`src/rtl/regfile_pkg.sv`:
```
// Shared types and sizes for the register-file issue/writeback controller.
package regfile_pkg;

  localparam int unsigned XLEN  = 32;
  localparam int unsigned AW    = 4;
  localparam int unsigned NREGS = 2 ** AW;

  typedef logic [AW-1:0]   reg_addr_t;
  typedef logic [XLEN-1:0] xdata_t;

  localparam reg_addr_t REG_ZERO = '0;

  typedef enum logic {
    WB_ALU,
    WB_LD
  } wb_src_e;

  // One-hot mask for a register address.
  function automatic logic [NREGS-1:0] reg_onehot(input reg_addr_t addr);
    logic [NREGS-1:0] mask;
    mask       = '0;
    mask[addr] = 1'b1;
    return mask;
  endfunction

endpackage

```
`src/rtl/regfile_issue_ctrl_if.sv`:
```
// Issue, operand, writeback and register-file port bundle for regfile_issue_ctrl.
// slave: the controller. master: the surrounding pipeline and register file.
interface regfile_issue_ctrl_if;
  import regfile_pkg::*;

  logic      iss_valid;
  logic      iss_ready;
  reg_addr_t iss_rs1;
  reg_addr_t iss_rs2;
  reg_addr_t iss_rd;
  logic      iss_rd_we;

  logic      op_valid;
  xdata_t    op_rs1_data;
  xdata_t    op_rs2_data;

  logic      alu_wb_valid;
  reg_addr_t alu_wb_addr;
  xdata_t    alu_wb_data;

  logic      ld_wb_valid;
  logic      ld_wb_ready;
  reg_addr_t ld_wb_addr;
  xdata_t    ld_wb_data;

  logic      rs1_read;
  logic      rs2_read;
  reg_addr_t rs1_addr;
  reg_addr_t rs2_addr;
  xdata_t    rs1_rdata;
  xdata_t    rs2_rdata;

  logic      rd_write;
  reg_addr_t rd_addr;
  xdata_t    rd_wdata;

  modport slave (
    input  iss_valid, iss_rs1, iss_rs2, iss_rd, iss_rd_we,
    output iss_ready,
    output op_valid, op_rs1_data, op_rs2_data,
    input  alu_wb_valid, alu_wb_addr, alu_wb_data,
    input  ld_wb_valid, ld_wb_addr, ld_wb_data,
    output ld_wb_ready,
    output rs1_read, rs2_read, rs1_addr, rs2_addr,
    input  rs1_rdata, rs2_rdata,
    output rd_write, rd_addr, rd_wdata
  );

  modport master (
    output iss_valid, iss_rs1, iss_rs2, iss_rd, iss_rd_we,
    input  iss_ready,
    input  op_valid, op_rs1_data, op_rs2_data,
    output alu_wb_valid, alu_wb_addr, alu_wb_data,
    output ld_wb_valid, ld_wb_addr, ld_wb_data,
    input  ld_wb_ready,
    input  rs1_read, rs2_read, rs1_addr, rs2_addr,
    output rs1_rdata, rs2_rdata,
    input  rd_write, rd_addr, rd_wdata
  );

endinterface

```
`src/rtl/regfile_scoreboard.sv`:
```
// Pending-write scoreboard: busy bits, RAW/WAW hazard check, sticky writeback error.
module regfile_scoreboard
  import regfile_pkg::*;
(
  input  logic             clk,
  input  logic             rst,
  // Release: accepted nonzero writeback this cycle
  input  logic             rel_valid,
  input  reg_addr_t        rel_addr,
  // Issue candidate
  input  reg_addr_t        chk_rs1,
  input  reg_addr_t        chk_rs2,
  input  reg_addr_t        chk_rd,
  input  logic             chk_rd_we,
  input  logic             iss_accept,
  output logic             hazard,
  output logic [NREGS-1:0] busy,
  output logic             wb_err
);

  logic [NREGS-1:0] busy_q, busy_d;
  logic             wb_err_q, wb_err_d;
  logic             set_valid;

  // A register blocks only if pending and not being released this very cycle.
  function automatic logic blocks(input reg_addr_t r, input logic [NREGS-1:0] bsy,
                                  input logic rv, input reg_addr_t ra);
    return (r != REG_ZERO) && bsy[r] && !(rv && (ra == r));
  endfunction

  // Hazard detection and next-state for busy bits and error flag.
  always_comb begin
    hazard = blocks(chk_rs1, busy_q, rel_valid, rel_addr) ||
             blocks(chk_rs2, busy_q, rel_valid, rel_addr) ||
             (chk_rd_we && blocks(chk_rd, busy_q, rel_valid, rel_addr));

    set_valid = iss_accept && chk_rd_we && (chk_rd != REG_ZERO);

    busy_d = busy_q;
    if (rel_valid) busy_d = busy_d & ~reg_onehot(rel_addr);
    // Set after clear so release-and-reissue of the same register stays pending.
    if (set_valid) busy_d = busy_d | reg_onehot(chk_rd);

    wb_err_d = wb_err_q;
    if (rel_valid && !busy_q[rel_addr]) wb_err_d = 1'b1;
  end

  // Scoreboard state.
  always_ff @(posedge clk or posedge rst) begin
    if (rst) begin
      busy_q   <= '0;
      wb_err_q <= 1'b0;
    end else begin
      busy_q   <= busy_d;
      wb_err_q <= wb_err_d;
    end
  end

  assign busy   = busy_q;
  assign wb_err = wb_err_q;

endmodule

```
`src/rtl/regfile_issue_ctrl.sv`:
```
// Issue/writeback controller for a 2R/1W 16x32 register file with x0 hardwired to zero.
module regfile_issue_ctrl
  import regfile_pkg::*;
(
  input  logic                 clk,
  input  logic                 rst,
  regfile_issue_ctrl_if.slave  bus,
  output logic [NREGS-1:0]     busy,
  output logic                 wb_err
);

  wb_src_e   wb_src;
  logic      wb_valid;
  reg_addr_t wb_addr;
  xdata_t    wb_data;
  logic      hazard;
  logic      iss_accept;

  logic   rs1_use_rf_q, rs1_use_rf_d;
  logic   rs2_use_rf_q, rs2_use_rf_d;
  xdata_t rs1_data_q, rs1_data_d;
  xdata_t rs2_data_q, rs2_data_d;
  logic   op_valid_q;

  // Write-port arbitration: ALU has priority, load unit waits.
  always_comb begin
    wb_src   = bus.alu_wb_valid ? WB_ALU : WB_LD;
    wb_valid = bus.alu_wb_valid || bus.ld_wb_valid;
    wb_addr  = (wb_src == WB_ALU) ? bus.alu_wb_addr : bus.ld_wb_addr;
    wb_data  = (wb_src == WB_ALU) ? bus.alu_wb_data : bus.ld_wb_data;

    bus.ld_wb_ready = !bus.alu_wb_valid;
    bus.rd_write    = wb_valid && (wb_addr != REG_ZERO);
    bus.rd_addr     = wb_addr;
    bus.rd_wdata    = wb_data;
  end

  regfile_scoreboard u_scoreboard (
    .clk        (clk),
    .rst        (rst),
    .rel_valid  (bus.rd_write),
    .rel_addr   (wb_addr),
    .chk_rs1    (bus.iss_rs1),
    .chk_rs2    (bus.iss_rs2),
    .chk_rd     (bus.iss_rd),
    .chk_rd_we  (bus.iss_rd_we),
    .iss_accept (iss_accept),
    .hazard     (hazard),
    .busy       (busy),
    .wb_err     (wb_err)
  );

  // Issue handshake, read-lane drive and per-lane operand source selection.
  always_comb begin
    bus.iss_ready = !hazard;
    iss_accept    = bus.iss_valid && !hazard;
    bus.rs1_read  = iss_accept;
    bus.rs2_read  = iss_accept;
    bus.rs1_addr  = bus.iss_rs1;
    bus.rs2_addr  = bus.iss_rs2;

    rs1_use_rf_d = 1'b0;
    rs1_data_d   = '0;
    if (bus.iss_rs1 != REG_ZERO) begin
      // The register file returns pre-write data, so a same-cycle write is forwarded.
      if (bus.rd_write && (wb_addr == bus.iss_rs1)) rs1_data_d = wb_data;
      else rs1_use_rf_d = 1'b1;
    end

    rs2_use_rf_d = 1'b0;
    rs2_data_d   = '0;
    if (bus.iss_rs2 != REG_ZERO) begin
      if (bus.rd_write && (wb_addr == bus.iss_rs2)) rs2_data_d = wb_data;
      else rs2_use_rf_d = 1'b1;
    end
  end

  // Operand stage registers, loaded on accept.
  always_ff @(posedge clk or posedge rst) begin
    if (rst) begin
      op_valid_q   <= 1'b0;
      rs1_use_rf_q <= 1'b0;
      rs2_use_rf_q <= 1'b0;
      rs1_data_q   <= '0;
      rs2_data_q   <= '0;
    end else begin
      op_valid_q <= iss_accept;
      if (iss_accept) begin
        rs1_use_rf_q <= rs1_use_rf_d;
        rs2_use_rf_q <= rs2_use_rf_d;
        rs1_data_q   <= rs1_data_d;
        rs2_data_q   <= rs2_data_d;
      end
    end
  end

  // Operand output mux: register-file data or captured zero/forwarded value.
  always_comb begin
    bus.op_valid    = op_valid_q;
    bus.op_rs1_data = rs1_use_rf_q ? bus.rs1_rdata : rs1_data_q;
    bus.op_rs2_data = rs2_use_rf_q ? bus.rs2_rdata : rs2_data_q;
  end

endmodule

```
`src/flat_wrapper.sv`:
```
// flat-port wrapper written by rule: the top's interface ports become plain ports
module regfile_issue_ctrl_flat import regfile_pkg::*;
  (clk, rst, busy, wb_err, bus_iss_valid, bus_iss_rs1, bus_iss_rs2, bus_iss_rd, bus_iss_rd_we, bus_iss_ready, bus_op_valid, bus_op_rs1_data, bus_op_rs2_data, bus_alu_wb_valid, bus_alu_wb_addr, bus_alu_wb_data, bus_ld_wb_valid, bus_ld_wb_addr, bus_ld_wb_data, bus_ld_wb_ready, bus_rs1_read, bus_rs2_read, bus_rs1_addr, bus_rs2_addr, bus_rs1_rdata, bus_rs2_rdata, bus_rd_write, bus_rd_addr, bus_rd_wdata);
  regfile_issue_ctrl_if bus_i ();
  input  logic clk;
  input  logic rst;
  output logic [NREGS-1:0] busy;
  output logic wb_err;
  input wire logic [$bits(bus_i.iss_valid)-1:0] bus_iss_valid;
  input wire logic [$bits(bus_i.iss_rs1)-1:0] bus_iss_rs1;
  input wire logic [$bits(bus_i.iss_rs2)-1:0] bus_iss_rs2;
  input wire logic [$bits(bus_i.iss_rd)-1:0] bus_iss_rd;
  input wire logic [$bits(bus_i.iss_rd_we)-1:0] bus_iss_rd_we;
  output wire logic [$bits(bus_i.iss_ready)-1:0] bus_iss_ready;
  output wire logic [$bits(bus_i.op_valid)-1:0] bus_op_valid;
  output wire logic [$bits(bus_i.op_rs1_data)-1:0] bus_op_rs1_data;
  output wire logic [$bits(bus_i.op_rs2_data)-1:0] bus_op_rs2_data;
  input wire logic [$bits(bus_i.alu_wb_valid)-1:0] bus_alu_wb_valid;
  input wire logic [$bits(bus_i.alu_wb_addr)-1:0] bus_alu_wb_addr;
  input wire logic [$bits(bus_i.alu_wb_data)-1:0] bus_alu_wb_data;
  input wire logic [$bits(bus_i.ld_wb_valid)-1:0] bus_ld_wb_valid;
  input wire logic [$bits(bus_i.ld_wb_addr)-1:0] bus_ld_wb_addr;
  input wire logic [$bits(bus_i.ld_wb_data)-1:0] bus_ld_wb_data;
  output wire logic [$bits(bus_i.ld_wb_ready)-1:0] bus_ld_wb_ready;
  output wire logic [$bits(bus_i.rs1_read)-1:0] bus_rs1_read;
  output wire logic [$bits(bus_i.rs2_read)-1:0] bus_rs2_read;
  output wire logic [$bits(bus_i.rs1_addr)-1:0] bus_rs1_addr;
  output wire logic [$bits(bus_i.rs2_addr)-1:0] bus_rs2_addr;
  input wire logic [$bits(bus_i.rs1_rdata)-1:0] bus_rs1_rdata;
  input wire logic [$bits(bus_i.rs2_rdata)-1:0] bus_rs2_rdata;
  output wire logic [$bits(bus_i.rd_write)-1:0] bus_rd_write;
  output wire logic [$bits(bus_i.rd_addr)-1:0] bus_rd_addr;
  output wire logic [$bits(bus_i.rd_wdata)-1:0] bus_rd_wdata;
  assign bus_i.iss_valid = bus_iss_valid;
  assign bus_i.iss_rs1 = bus_iss_rs1;
  assign bus_i.iss_rs2 = bus_iss_rs2;
  assign bus_i.iss_rd = bus_iss_rd;
  assign bus_i.iss_rd_we = bus_iss_rd_we;
  assign bus_iss_ready = bus_i.iss_ready;
  assign bus_op_valid = bus_i.op_valid;
  assign bus_op_rs1_data = bus_i.op_rs1_data;
  assign bus_op_rs2_data = bus_i.op_rs2_data;
  assign bus_i.alu_wb_valid = bus_alu_wb_valid;
  assign bus_i.alu_wb_addr = bus_alu_wb_addr;
  assign bus_i.alu_wb_data = bus_alu_wb_data;
  assign bus_i.ld_wb_valid = bus_ld_wb_valid;
  assign bus_i.ld_wb_addr = bus_ld_wb_addr;
  assign bus_i.ld_wb_data = bus_ld_wb_data;
  assign bus_ld_wb_ready = bus_i.ld_wb_ready;
  assign bus_rs1_read = bus_i.rs1_read;
  assign bus_rs2_read = bus_i.rs2_read;
  assign bus_rs1_addr = bus_i.rs1_addr;
  assign bus_rs2_addr = bus_i.rs2_addr;
  assign bus_i.rs1_rdata = bus_rs1_rdata;
  assign bus_i.rs2_rdata = bus_rs2_rdata;
  assign bus_rd_write = bus_i.rd_write;
  assign bus_rd_addr = bus_i.rd_addr;
  assign bus_rd_wdata = bus_i.rd_wdata;
  regfile_issue_ctrl u_core (.clk(clk), .rst(rst), .bus(bus_i), .busy(busy), .wb_err(wb_err));
endmodule
```
`config.mk`:
```
export PLATFORM = sky130hd
export DESIGN_NAME = regfile_issue_ctrl_flat
export DESIGN_NICKNAME = d
export VERILOG_FILES = /design/src/rtl/regfile_pkg.sv /design/src/rtl/regfile_issue_ctrl_if.sv /design/src/rtl/regfile_scoreboard.sv /design/src/rtl/regfile_issue_ctrl.sv /design/src/flat_wrapper.sv
export SDC_FILE = /design/constraint.sdc
export NUM_CORES = 1
export LEC_CHECK = 0
export CORE_MARGIN = 2
export CORE_UTILIZATION = 45
export CTS_CLUSTER_DIAMETER = 100
export DETAILED_ROUTE_END_ITERATION = 12
export PLACE_DENSITY = 0.84
export RECOVER_POWER = 50
export SLEW_MARGIN = 10
export SYNTH_ARGS = -nofsm -noshare
export SYNTH_HDL_FRONTEND = slang
export SYNTH_SLANG_ARGS = --single-unit
```
`constraint.sdc`:
```
create_clock -name clk -period 6.12 [get_ports clk]
set_clock_uncertainty 0.15 [all_clocks]
set_input_delay 0.918 -clock clk [delete_from_list [all_inputs] [get_ports clk]]
set_output_delay 0.918 -clock clk [all_outputs]
set_load 0.05 [all_outputs]
```
==> results of run 1 <==
## worst max-delay path, cell delays in order
cell	delay [ns]
dlygate4sd3_1	0.90
mux4_2	0.57
mux4_2	0.47
o2111ai_1	0.19
nand4_4	0.29
inv_4	0.53
buf_12	0.21
## worst paths after layout
check | depth (start not counted) | from | slack, ns | endpoint
worst max-delay path | 7 | bus_iss_rd[0] | 0.95 | bus_rs2_read
worst max register to register | 7 | u_core.u_scoreboard.busy[5] | 2.43 | u_core.rs1_data_q[27]
worst min-delay path | 1 | u_core.rs2_data_q[20] | 0.36 | u_core.rs2_data_q[20]
min in group asynchronous | 2 | rst | 1.53 | u_core.u_scoreboard.busy[8]
max in group asynchronous | 3 | rst | 1.97 | u_core.rs1_data_q[30]
worst min register to register | 1 | u_core.rs2_data_q[20] | 0.36 | u_core.rs2_data_q[20]
## stage by stage
stage / hold slack, ns / instance area, µm² / power, W / utilization (%) / std cells
2_1_floorplan: 0.327 / 5840 / 0.00160 / - / 527
3_3_place_gp: 0.338 / 8660 / 0.00199 / 68.3 / 943
3_5_place_dp: 0.343 / 8660 / 0.00201 / 68.3 / 943
4_1_cts: 0.361 / 8950 / 0.00255 / 70.6 / 959
5_1_grt: 0.376 / 8940 / 0.00261 / 70.6 / 959
6_report: 0.356 / 8940 / 0.00251 / 70.6 / 959
## layout by cell type (no fill, tap or decap), drive strengths merged, types with 2 or more instances in the layout
master / count
dfrtp: 84
nand2: 14
nand3b: 3
nand3: 6
clkdlybuf4s50: 228
o41ai: 2
o211ai: 3
xor2: 8
clkinvlp: 3
xnor2: 4
buf: 8
clkinv: 2
clkbuf: 12
mux2: 133
nor4: 3
nor2b: 3
a21oi: 2
inv: 41
or3: 4
dlygate4sd3: 53
o21ai: 27
mux2i: 44
nand4: 4
nor2: 68
mux4: 15
and2: 2
## state kept, by name, indices dropped and copies added (netlist names)
register,cells
u_core.u_scoreboard.wb_err,1
u_core.u_scoreboard.busy,16
u_core.rs1_data_q,32
u_core.bus.op_valid,1
u_core.rs2_data_q,32
u_core.rs1_use_rf_q,1
u_core.rs2_use_rf_q,1
## where the power goes
group / internal, W / total [W] / switching [W]
combinational: 0.000523 / 0.00126 / 0.000733
clock: 0.000318 / 0.000541 / 0.000223
sequential: 0.000610 / 0.000716 / 0.000105
total: 0.00145 / 0.00251 / 0.00106
## cells by family after synthesis
family          after synthesis
xor+xnor                     12
flops                        84
buf+inv                      88
simple gates                111
mux                         192
compound gates               40
## routing by layer
metal,GRT usage (%),routed length [µm],vias up
met3,6.15,1280,31
met2,45.7,9250,239
met5,0,0,-
met1,31.7,7320,2462
met4,7.08,330,0
li1,-,-,2337
## layout make-up
cell class | instances | area (µm²)
Sequential cell | 84 | 2100
Timing Repair Buffer | 290 | 2900
Clock buffer | 11 | 233
Tap cell | 172 | 215
Inverter | 42 | 161
Clock inverter | 5 | 62.6
Fill cell | 947 | 3730
Multi-Input combinational cell | 355 | 3270
==> impl_metrics.csv, run 1 <==
group,metric,value,unit
global_routing,grt_max_degree,55,
yosys,synth_area_leader_cell,"dfrtp_1",
yosys,ys_seq_elements,84,
run_status,status,"complete, but fails checks",
placement,gp_congestion,0.910,
power_and_ir_drop,peakVddDrop,0.000226,V
detailed_routing,vias,5069,
yosys,synth_top_family_by_area,"multiplexers",
detailed_routing,drtAntennaViolNets,0,
placement,dp_slack,1.08,ns
global_routing,grt_pass1_wl,28900,µm
final_layout,fin_nets,936,
timing,finalHoldViolCount,0,
yosys,synthTopCellsByArea,"dfrtp_1 (36%), mux2_2 (20%), mux2_4 (7.2%)",
detailed_routing,routedWlPerCell,19.0,µm
hold_path,hold_class,"reg2reg",
floorplan,core-area,0.0127,mm²
yosys,synthesis.area,0.00584,mm²
run,maxCapViolCount,3,
timing,max_freq,194,MHz
timing,relSlewSlack,-58.5,%
placement,hpwl,14000,µm
yosys,yosysMostFrequentCell,"mux2_2",
floorplan,fp.dieW,118,µm
detailed_routing,drtIter0Drc,257,
global_routing,antenna_found_initial,0,
worst_setup_path,arrival,4.10,ns
worst_setup_path,end_kind,"primary output",
worst_setup_path,path_class,"in2out",
timing,rsz0062_at_grt,"false",
floorplan,io_pins,285,
clock_network,cts_setup_buffers,0,
timing,min_period,5.17,ns
final_layout,drive_gt1_share,22.7,%
clock_network,clk_pin_slew,0.06,ns
yosys,ys_seq_area_share,36.0,%
clock_network,cts_root_buf,"clkbuf_16",
final_layout,syn_to_final_growth,53.1,%
worst_setup_path,critical_path_required,5.05,ns
yosys,synth_warnings,0,
worst_setup_path,worstSetupStartpointType,"primary input",
yosys,synth_xor_xnor_area_share,1.80,%
clock_network,cts_hold_buffers,0,
yosys,synth_edf_count,0,
timing,tightest_slew,2.36,ns
yosys,muxShareOfSynthArea,41.4,%
clock_network,cts_tree,"yes",
timing,finalSetupViolCount,0,
yosys,synth_compound_area_share,4.16,%
yosys,ys_async_sr_fraction,100,%
global_routing,global_route.usage.total,25.9,%
global_routing,overflow,0,
yosys,synth_cell_types,42,
detailed_routing,drc,0,
yosys,yosys-top-cells-count,"mux2_2 (105), dfrtp_1 (84), nor2_1 (68), inv_1 (41), mux2i_1 (41)",
clock_network,cts_resized,0,
timing,finalCritPeriodShare,84.4,%
floorplan,rows,41,
yosys,synthesis.nets,681,
yosys,netlist.area_leader.share,36.0,%
yosys,ys.flop_type,"dfrtp_1",
floorplan,die_y,118,µm
power_and_ir_drop,p_per_area,281,mW/mm²
clock_network,clock-sinks,84,
detailed_routing,routed_wl,18200,µm
power_and_ir_drop,leakage,4.01,nW
yosys,synth_adder_area_share,0,%
run_status,violations,"max-capacitance violations, max-slew violations",
clock_network,cts_made_buffers,9,
floorplan,dieArea,0.0139,mm²
clock_network,htree_levels,3,
detailed_routing,viasPerCell,5.29,
placement,port_buffers,284,
yosys,synth.avg_cell_area,11.1,µm²
clock_network,clockBufferDepth,2,
timing,tns,0,ns
timing,finalMaxSlewViolations,121,
final_layout,diodes,0,
timing,worst_slack,0.953,ns
clock_network,insertion_delay,0.33,ns
yosys,yosys.area_share.simple,8.68,%
yosys,netlist_instances,527,
floorplan,start_util,46.1,%
worst_setup_path,path_max_fanout,36,
global_routing,grt_pass1_vias,5431,
detailed_routing,first_pass_iters,4,
Note: power is estimated with default switching activity, not from simulation.
==> run 2, diff against run 1 <==
CORE_UTILIZATION = 42   (was 45)
PLACE_DENSITY = 0.79   (was 0.84)
clock period = 5.27 ns   (was 6.12 ns; I/O delays follow)
==> run 2 against run 1 <==
Net effect:
- the run still ends with max-capacitance violations, max-slew violations left
- clock power grew 23%
- combinational power increased by 15%
- power rose by 18%
- routed wire length fell by 0.12%
- critical path depth unchanged
- first-iteration DRC count grew 55%
- utilization fell by 5.1 points
- non-clock buffer count decreased by 1
- final cell count increased by 0.73%
- hold slack worse by 0.019 ns
- cell area increased by 0.42%
- sequential share of layout area down 0.084 points
==> impl_metrics.csv, run 2 (same netlist as run 1, synthesis figures left out) <==
group,metric,value,unit
run_status,status,"complete, but fails checks",
run_status,violations,"max-capacitance violations, max-slew violations",
clock_network,cts_setup_buffers,0,
worst_setup_path,reg2reg_slack,1.93,ns
power_and_ir_drop,peakVddDrop,0.000222,V
worst_setup_path,path_class,"in2out",
detailed_routing,first_pass_iters,4,
timing,rsz0062_at_grt,"false",
worst_setup_path,path_cells,"dlygate4sd3_1, mux4_2, mux4_2, o2111ai_1, nand4_4, inv_4, buf_12",
detailed_routing,drtIter0Drc,399,
final_layout,syn_to_final_growth,53.7,%
timing,max_freq,213,MHz
worst_setup_path,crit_path_top_delay_cell,"dlygate4sd3_1",
timing,finalCritPeriodShare,89.1,%
final_layout,num-fill-cells,1076,
floorplan,core-area,0.0137,mm²
detailed_routing,viasPerCell,5.24,
worst_setup_path,crit_start,"bus_iss_rd[0]",
floorplan,io_pins,285,
global_routing,antenna_found_initial,0,
power_and_ir_drop,p_per_area,330,mW/mm²
worst_setup_path,end_kind,"primary output",
floorplan,fp.dieW,122,µm
global_routing,global_route.usage.total,23.9,%
worst_setup_path,cp_top_family,"buffers and inverters",
final_layout,final_common_cell,"clkdlybuf4s50_1",
final_layout,final_cell_mix,"clkdlybuf4s50_1 (229), mux2_2 (105), dfrtp_1 (83)",
worst_setup_path,crit_path_end,"bus_rs2_read",
worst_setup_path,r2r_start,"u_core.u_scoreboard.busy[15]",
placement,port_buffers,284,
timing,holdWs,0.338,ns
final_layout,drive_gt1_share,23.3,%
final_layout,multi_input_area,0.00327,mm²
worst_setup_path,path_max_fanout,21,
global_routing,grt_max_degree,50,
global_routing,grt_pass1_vias,5116,
timing,tns,0,ns
timing,tightest_slew,1.63,ns
clock_network,cts_tree,"yes",
global_routing,overflow,0,
worst_setup_path,cpPeakStageDelay,0.87,ns
timing,finalHoldViolCount,0,
floorplan,start_util,42.6,%
clock_network,cts_hold_buffers,0,
final_layout,fin_nets,935,
floorplan,dieArea,0.0149,mm²
detailed_routing,vias,5063,
clock_network,cts_resized,0,
placement,gp_congestion,0.947,
clock_network,insertion_delay,0.32,ns
worst_setup_path,critical_path_required,4.33,ns
worst_setup_path,cp.buffers_inverters,3,
power_and_ir_drop,leakage,4.03,nW
worst_setup_path,r2r_end,"u_core.rs2_data_q[10]",
clock_network,htree_levels,3,
clock_network,clk_pin_slew,0.06,ns
floorplan,die_y,122,µm
hold_path,min_from,"u_core.u_scoreboard.wb_err",
timing,finalMaxSlewViolations,71,
clock_network,cts_made_buffers,9,
power_and_ir_drop,power,0.00296,W
worst_setup_path,worst_r2r_path_depth,7,
timing,relSlewSlack,-9.41,%
timing,finalSetupViolCount,0,
detailed_routing,drc,0,
final_layout,seqCellArea,0.00210,mm²
worst_setup_path,critical_path_depth,7,
detailed_routing,routed_wl,18200,µm
hold_path,hold_class,"reg2reg",
worst_setup_path,arrival,3.76,ns
detailed_routing,drtAntennaViolNets,0,
clock_network,cts_root_buf,"clkbuf_16",
clock_network,clock-sinks,84,
global_routing,grt_pass1_wl,27500,µm
floorplan,rows,43,
placement,hpwl,13700,µm
final_layout,diodes,0,
run,maxCapViolCount,2,
detailed_routing,routedWlPerCell,18.8,µm
timing,min_period,4.70,ns
worst_setup_path,timing.critical_path.mode_cell,"mux4_2",
worst_setup_path,worstSetupStartpointType,"primary input",
clock_network,clockBufferDepth,2,
==> run 2: report_power, final <==
group	internal, W	switching [W]
combinational	0.000610	0.000839
clock	0.000399	0.000266
sequential	0.000709	0.000136
==> run 2: area by class of cell <==
cell class	instances	area share, %
Multi-Input combinational cell	355	36.4
Timing Repair Buffer	289	32.3
Sequential cell	84	23.4
Clock buffer	11	2.82
Tap cell	180	2.51
Inverter	42	1.80
Clock inverter	5	0.725
==> run 2: worst min path at each step <==
| stage | to | cells past startpoint | slack [ns] |
|---|---|---|---|
| 2_1_floorplan | u_core.rs1_data_q[17] | 1 | 0.33 |
| 4_1_cts | u_core.u_scoreboard.wb_err | 1 | 0.35 |
| 3_3_place_gp | u_core.u_scoreboard.wb_err | 1 | 0.31 |
| 5_1_grt | u_core.u_scoreboard.wb_err | 1 | 0.36 |
| 6_report | u_core.u_scoreboard.wb_err | 1 | 0.34 |
| 3_5_place_dp | u_core.u_scoreboard.wb_err | 1 | 0.32 |
==> run 2: through the flow <==
stage	instance area (µm²)	worst slack, ns	std cells	utilization (%)
after global routing	8980	0.425	966	65.4
after global placement	8670	0.718	950	63.2
after floorplan	5840	1.41	527	-
after CTS	8990	0.700	966	65.5
final	8980	0.573	966	65.4
after detailed placement	8670	0.697	950	63.2
==> run 2: per-layer routing <==
metal  routed length (µm)  up-vias  share of wire, %  global-route usage, %
li1                     -     2332                 -                      -
met1                 7050     2472                39                   29.7
met2                 9230      237                51                   42.3
met3                 1600       22               8.8                   4.54
met4                  293        0               1.6                   6.75
met5                    0        -                 0                      0
==> RTL change: new RTL, settings of run 2 <==
Put a register stage on the output `wb_err`, without a reset. The value now appears one clock later. The other outputs are not delayed to match.
--- a/src/rtl/regfile_issue_ctrl.sv
+++ b/src/rtl/regfile_issue_ctrl.sv
@@ -9,4 +9,6 @@
   output logic                 wb_err
 );
+
+  logic wb_err_c;
 
   wb_src_e   wb_src;
@@ -48,5 +50,5 @@
     .hazard     (hazard),
     .busy       (busy),
-    .wb_err     (wb_err)
+    .wb_err     (wb_err_c)
   );
 
@@ -102,4 +104,8 @@
   end
 
+  always_ff @(posedge clk) begin
+    wb_err <= wb_err_c;
+  end
+
 endmodule
 
Check against the original RTL: not equivalent (a bounded check fails within 4 cycles, from zero or initial values and one cycle with rst high).
==> RTL change against run 2 <==
The flow still finishes with violations (capacitance limit, slew limit); routed wire length rose by 1.7%; worst setup slack improved by 0.021 ns; final area fell by 0.29%; critical path type unchanged; power fell by 2.2%; sequential cell count rose by 1; synthesized area rose by 0.34%; non-clock buffer count rose by 1; register-to-register slack improved by 0.07 ns.
==> RTL change: results (changes against run 2) <==
outcome finished, violations left; fin. max-slew vios 74 (+4.2%); Max-cap violations 3 (+1); Port-buffer cells 284 (unchanged); top post-synthesis cells by area dfrtp_1, mux2_2, mux2_4, mux2i_1, mux4_2; Bufs on Longest Clock Path 2 (unchanged); initial antenna violation count 1 (+1); P_sw 0.00124 W (-0.37%); Final period util 88.7% (-0.41 points); CTS resizes 0 (unchanged); Non-Filler Instances 968 (+0.21%); headroom to the max-slew limit -15.6% (-6.2 points); post-DP HPWL 14100 um (+2.9%); htree depth 3 (unchanged); crit path max fanout 16 (-24%); Internal Dissipation 0.00166 W (-3.6%); number of DRC markers in iteration 0 278 (-30%); Leak 4.02 nW (-0.19%); number of global-route vias before repair 5201 (+1.7%); CP max-delay cell clkbuf_1; Worst EP arrival 3.73 ns (-0.03 ns); Largest stage delay, worst path 0.82 ns (-0.05 ns); DR WL/cell 19.1 um (+1.5%); gr usage total 24.3% (+0.40 points); Warnings, synthesis 0 (unchanged); Cells after DPL 952 (+0.21%); GPL Wtd Cong 0.891 (-5.9%); Yosys cell types 43 (+2.4%); largest net degree at the start of global routing 47 (-6.0%); placed inst area 8680 um2 (+0.17%); Vias/cell 5.20 (-0.74%); first-pass GRT wire length 27900 um (+1.3%); Area Growth Syn to Fin 52.7%; clk slew on worst S/H paths 0.06 ns (about the same); Seq pwr share 29.5% (+0.9 points); Peak VDD IR 0.150 mV (-33%); Place WS 0.827 ns (+0.130 ns); Syn Area/Cell 11.1 um2 (+0.15%); proportion of layout cells with a drive suffix above 1 23.0% (-0.31 points); ys async rst share 98.8% (-1.2 points); violated checks capacitance limit, slew limit; Post-Syn Nets 682 (+0.15%); Layout Nets 937 (+0.21%); register area share after synthesis 36.2% (+0.22 points)
RTL change: cell count changes after synthesis, sizes merged:
cell / delta
dfxtp: +1
RTL change: kinds of logic (layout without fill, tap and decap cells):
kind of cell / count (synthesis) / in the layout / share of synthesized area [%]
muxes: 192 / 192 / 41.3
and+or+nand+nor: 111 / 111 / 8.65
buffers and inverters: 88 / 348 / 7.94
DFF: 85 / 85 / 36.2
AOI/OAI and AO/OA: 40 / 40 / 4.14
xor gates and xnor gates: 12 / 12 / 1.79
RTL change: worst max-delay path, delay by kind of cell:
kind / cells / cell delay [ns]
buffers and inverters: 3 / 1.17
muxes: 1 / 0.74
and+or+nand+nor: 2 / 0.63
AOI/OAI and AO/OA: 1 / 0.25
xor gates and xnor gates: 1 / 0.14
RTL change: area by class of cell:
type / instances / area [um2]
fillers: 1102 / 4820
multi-input cells: 355 / 3270
repair buffers: 290 / 2900
flip-flops and latches: 85 / 2120
clock buffers: 11 / 243
well taps: 180 / 225
inverters: 42 / 161
clock inverters: 5 / 36.3
RTL change: final timing paths:
check	start	end	slack (ns)	depth (start not counted)
max reg2reg	u_core.u_scoreboard.busy[14]	u_core.rs2_data_q[17]	2.00	7
min	u_core.u_scoreboard.wb_err	u_core.wb_err	0.22	0
min in group asynchronous	rst	u_core.rs2_data_q[18]	1.18	2
max	bus_alu_wb_valid	bus_rs1_read	0.59	8
min reg2reg	u_core.u_scoreboard.wb_err	u_core.wb_err	0.22	0
max in group asynchronous	rst	u_core.rs2_data_q[1]	2.01	3
RTL change: layer usage:
metal	part of all wire (%)	wire length [um]	track usage [%]
met5	0.060	11	0
met4	1.3	246	5.96
met1	39	7190	29.8
met2	52	9590	43.5
met3	7.8	1440	5.01
